[src/rtl/demux_1_2_reg_pkg.sv]
// Shared types and constants for the registered 1-to-2 demux.
// Slot occupancy encoding and delivered-word counter width.
package demux_1_2_reg_pkg;

  typedef enum logic {
    EMPTY = 1'b0,
    FULL  = 1'b1
  } slot_state_e;

  localparam int CNT_W = 16;

endpackage

[src/rtl/demux_out_slot.sv]
// One-entry output slot of the demux: data register, occupancy
// state and a wrapping count of words delivered downstream.
module demux_out_slot
  import demux_1_2_reg_pkg::*;
#(
  parameter int BUS_WIDTH = 16
) (
  input  logic                 clk,
  input  logic                 rst,
  input  logic                 load_i,
  input  logic [BUS_WIDTH-1:0] load_data_i,
  input  logic                 ready_i,
  output logic                 valid_o,
  output logic [BUS_WIDTH-1:0] data_o,
  output logic [CNT_W-1:0]     cnt_o,
  output logic                 free_o
);

  slot_state_e          state_q, state_d;
  logic [BUS_WIDTH-1:0] data_q, data_d;
  logic [CNT_W-1:0]     cnt_q, cnt_d;
  logic                 drain;

  assign drain   = (state_q == FULL) && ready_i;
  assign valid_o = (state_q == FULL);
  assign data_o  = data_q;
  assign cnt_o   = cnt_q;
  assign free_o  = (state_q == EMPTY) || ready_i;

  always_ff @(posedge clk) begin
    if (rst) begin
      state_q <= EMPTY;
      data_q  <= '0;
      cnt_q   <= '0;
    end else begin
      state_q <= state_d;
      data_q  <= data_d;
      cnt_q   <= cnt_d;
    end
  end

  // A load in the same cycle as a drain keeps the slot FULL.
  always_comb begin
    state_d = state_q;
    data_d  = data_q;
    cnt_d   = cnt_q;
    if (load_i) begin
      state_d = FULL;
      data_d  = load_data_i;
    end else if (drain) begin
      state_d = EMPTY;
    end
    if (drain) begin
      cnt_d = cnt_q + CNT_W'(1);
    end
  end

endmodule

[src/rtl/demux_1_2_reg.sv]
// Registered 1-to-2 demux: steers each accepted word into the
// one-entry slot picked by sel, with per-output delivery counts.
module demux_1_2_reg
  import demux_1_2_reg_pkg::*;
#(
  parameter int BUS_WIDTH = 16
) (
  input  logic                 clk,
  input  logic                 rst,
  input  logic                 in_valid,
  output logic                 in_ready,
  input  logic                 sel,
  input  logic [BUS_WIDTH-1:0] in_data,
  output logic                 out0_valid,
  input  logic                 out0_ready,
  output logic [BUS_WIDTH-1:0] out0_data,
  output logic                 out1_valid,
  input  logic                 out1_ready,
  output logic [BUS_WIDTH-1:0] out1_data,
  output logic [CNT_W-1:0]     cnt0,
  output logic [CNT_W-1:0]     cnt1
);

  logic free0, free1;
  logic in_hs;
  logic load0, load1;

  assign in_ready = sel ? free1 : free0;
  assign in_hs    = in_valid && in_ready;
  assign load0    = in_hs && !sel;
  assign load1    = in_hs && sel;

  demux_out_slot #(
    .BUS_WIDTH(BUS_WIDTH)
  ) u_slot0 (
    .clk        (clk),
    .rst        (rst),
    .load_i     (load0),
    .load_data_i(in_data),
    .ready_i    (out0_ready),
    .valid_o    (out0_valid),
    .data_o     (out0_data),
    .cnt_o      (cnt0),
    .free_o     (free0)
  );

  demux_out_slot #(
    .BUS_WIDTH(BUS_WIDTH)
  ) u_slot1 (
    .clk        (clk),
    .rst        (rst),
    .load_i     (load1),
    .load_data_i(in_data),
    .ready_i    (out1_ready),
    .valid_o    (out1_valid),
    .data_o     (out1_data),
    .cnt_o      (cnt1),
    .free_o     (free1)
  );

endmodule

[config.mk]
export PLATFORM = sky130hd
export DESIGN_NAME = demux_1_2_reg
export DESIGN_NICKNAME = d
export VERILOG_FILES = /design/src/rtl/demux_1_2_reg_pkg.sv /design/src/rtl/demux_out_slot.sv /design/src/rtl/demux_1_2_reg.sv
export SDC_FILE = /design/constraint.sdc
export NUM_CORES = 1
export LEC_CHECK = 0
export CAP_MARGIN = 20
export CORE_ASPECT_RATIO = 0.5
export CORE_MARGIN = 4
export CORE_UTILIZATION = 45
export CTS_CLUSTER_DIAMETER = 150
export DETAILED_ROUTE_END_ITERATION = 12
export PLACE_DENSITY = 0.76
export SETUP_SLACK_MARGIN = 0.15
export SYNTH_ARGS = -nofsm -noshare
export SYNTH_HDL_FRONTEND = slang
export SYNTH_SLANG_ARGS = --single-unit
export TNS_END_PERCENT = 50
[constraint.sdc]
create_clock -name clk -period 2 [get_ports clk]
set_input_delay 0.5 -clock clk [delete_from_list [all_inputs] [get_ports clk]]
set_output_delay 0.5 -clock clk [all_outputs]
set_load 0.1 [all_outputs]
==> impl_metrics.tcl <==
set metrics [dict create \
    setup_ws_ps 178.2 \
    yosys.area_share.simple_pct 28.41 \
    clk_pin_slew_ps 50 \
    via_per_inst 5.386 \
    avgSynthCellArea_sq_um 8.306 \
    holdWs_ps 459.7 \
    final_common_cell "nand2_1" \
    cts_max_path_buffers 2 \
    cp-start-kind "input port" \
    antenna_found_initial 0 \
    drc_errors 0 \
    ys_types 30 \
    cts_tree "done" \
    detailed_place_hpwl_um 5335 \
    root_buffer "clkbuf_16" \
    cap_violations 0 \
    yosysSeqAreaShare_pct 50.50 \
    fillers 352 \
    die_x_um 115.8 \
    synthTopCellsByArea "dfxtp_1 (51%), nand2_1 (11%), a21oi_1 (8.6%), xnor2_1 (3.7%), xor2_1 (3.3%)" \
    min_path_cells 2 \
    yosys.area.top_type "dfxtp_1" \
    cp.arrival_ps 1320 \
    dp_cells 479 \
    setup_tns_ps 0 \
    via_count 2666 \
    portBuffers 88 \
    synth_edf_count 0 \
    crit_required_ps 1500 \
    finalHoldViolations 0 \
    synth_nets 339 \
    synth_top_area_share_pct 50.50 \
    final-setup-viol-count 0 \
    cts_setup_buffers 0 \
    die_h_um 61.92 \
    cts_made_buffers 9 \
    final_max_slew_viol_count 0 \
    reg2reg_depth 4 \
    leakagePower_nw 1.686 \
    synth_adder_area_share_pct 0.9565 \
    syn_inst 315 \
    clock_skew_ps 8.325 \
    p_per_area_mw_per_mm2 787.8 \
    final_cell_mix "nand2_1 (76), a21oi_1 (45), buf_12 (44)" \
    synth-warning-count 0 \
    p_total_mw 3.492 \
    status "completed" \
    relSlewSlack_pct 59.87 \
    grt_usage_pct 22.44 \
    hp-start "u_slot1.data_o[1]$_SDFFE_PP0P_" \
    wirelength_um 7740 \
    ir_worst_vdd_mv 0.6997 \
    grt_overflow 0 \
    synth-xor-area-share_pct 7.030 \
    placeableCoreArea_sq_mm 0.005563 \
    post_drt_wl_per_cell_um 15.64 \
    synthArstFlopShare_pct 0 \
    hp-class "reg2reg" \
    max_freq_mhz 548.9 \
    dr.pass1.iters 5 \
    synth_top_family_by_area "simple AND/OR/NAND/NOR gates" \
    post-place-ws_ps -268.8 \
    synth_flop_cell "dfxtp_1" \
    diodes 0 \
    area_delta_synth_final_pct 69.44 \
    globalplace.congestion 0.7559 \
    layout-drive-gt1-share_pct 31.99 \
    worstMarginPinSlew_ps 602.0 \
    nets 441 \
    min_period_ps 1822 \
    grt_pass1_wl_um 12650 \
    clk-insertion-delay-late_ps 330 \
    drt_iter0_markers 157 \
    row_count 19 \
    postLayoutCoreUtil_pct 79.69 \
    cts_sinks 66 \
    ioPinCount 89 \
    synth_area_sq_mm 0.002616 \
    fin_crit_sh_pct 91.09 \
    grt_pass1_vias 2723 \
    worstSetupPathType "in2out" \
    dieArea_sq_mm 0.007172 \
    rsz0062_at_grt "false" \
    ys_ff_latch 66 \
    h-tree-depth 3 \
    postRouteAntennaNets 0 \
    synth_compound_area_share_pct 10.52 \
    start_util_pct 47.03 \
    cts_hold_buf 0 \
    final_cell_count_no_fill 495 \
    synthMuxAreaShare_pct 0.4304 \
    crit_fanout 5 \
    endpoint_kind "output pin" \
    fin_area_sq_mm 0.004433 \
    startpoint "out1_ready" \
    placed_area_sq_mm 0.004101 \
    grt_max_degree 67 \
    r2r_start "u_slot1.cnt_o[5]$_SDFFE_PP0P_" \
]
metal layers:
layer  track usage [%]  vias up  share of wire, %
met5                 0        -                 0
met4             8.760        0               1.7
met3             7.060       12               5.6
met2             41.70       83                53
met1             24.79     1281                40
li1                  -     1290                 -
cell type report:
type | instances | area [sq um] | share of cell area, %
Clock buffer | 12 | 289.0 | 6.520
Clock inverter | 4 | 28.78 | 0.6492
Inverter | 1 | 3.754 | 0.08467
Multi-Input combinational cell | 234 | 1257 | 28.37
Sequential cell | 66 | 1381 | 31.16
Tap cell | 73 | 91.34 | 2.060
Timing Repair Buffer | 105 | 1381 | 31.16
path summary, 6_finish.rpt:
kind / endpoint / slack (ps)
setup reg to reg: u_slot1.cnt_o[13]$_SDFFE_PP0P_ / 260
setup / recovery: in_ready / 180
hold reg to reg: u_slot1.data_o[1]$_SDFFE_PP0P_ / 460
hold / removal: u_slot1.data_o[1]$_SDFFE_PP0P_ / 460
synth_stat cells, drive strengths merged (3+ instances only):
library cell,instances
nand2,76
dfxtp,66
a21oi,45
nor2,23
nand3,16
clkbuf,12
xnor2,11
xor2,10
nand4,9
o21ai,7
and4,6
or3,6
nor3,5
nor4,3
or4,3
logic make-up after synthesis:
kind of cell / Yosys count
AOI/OAI and AO/OA: 54
xor gates and xnor gates: 21
adders and majority gates: 2
buffers and inverters: 15
DFF: 66
muxes: 1
and+or+nand+nor: 156
critical path, cell delays in order:
cell and delay, ps:
clkdlybuf4s15_2 220, nand2b_4 150, mux2_4 270, buf_12 170
timing repair:
action	CTS	global route
cloned	0	0
endpoints found under the setup margin	20	1
gates resized for setup	10	1
pin swaps	0	0
report_power, final:
| group | internal (mW) | switching, mW |
|---|---|---|
| clock network | 1.03 | 0.583 |
| logic | 0.156 | 0.359 |
| registers | 1.34 | 0.0307 |
registers in the layout, indices dropped and copies added, names as in the netlist:
name / count
u_slot0.cnt_o: 16
u_slot0.data_o: 16
u_slot1.cnt_o: 16
u_slot1.data_o: 16
u_slot0.valid_o: 1
u_slot1.valid_o: 1
Note: power is estimated with default switching activity, not from simulation.
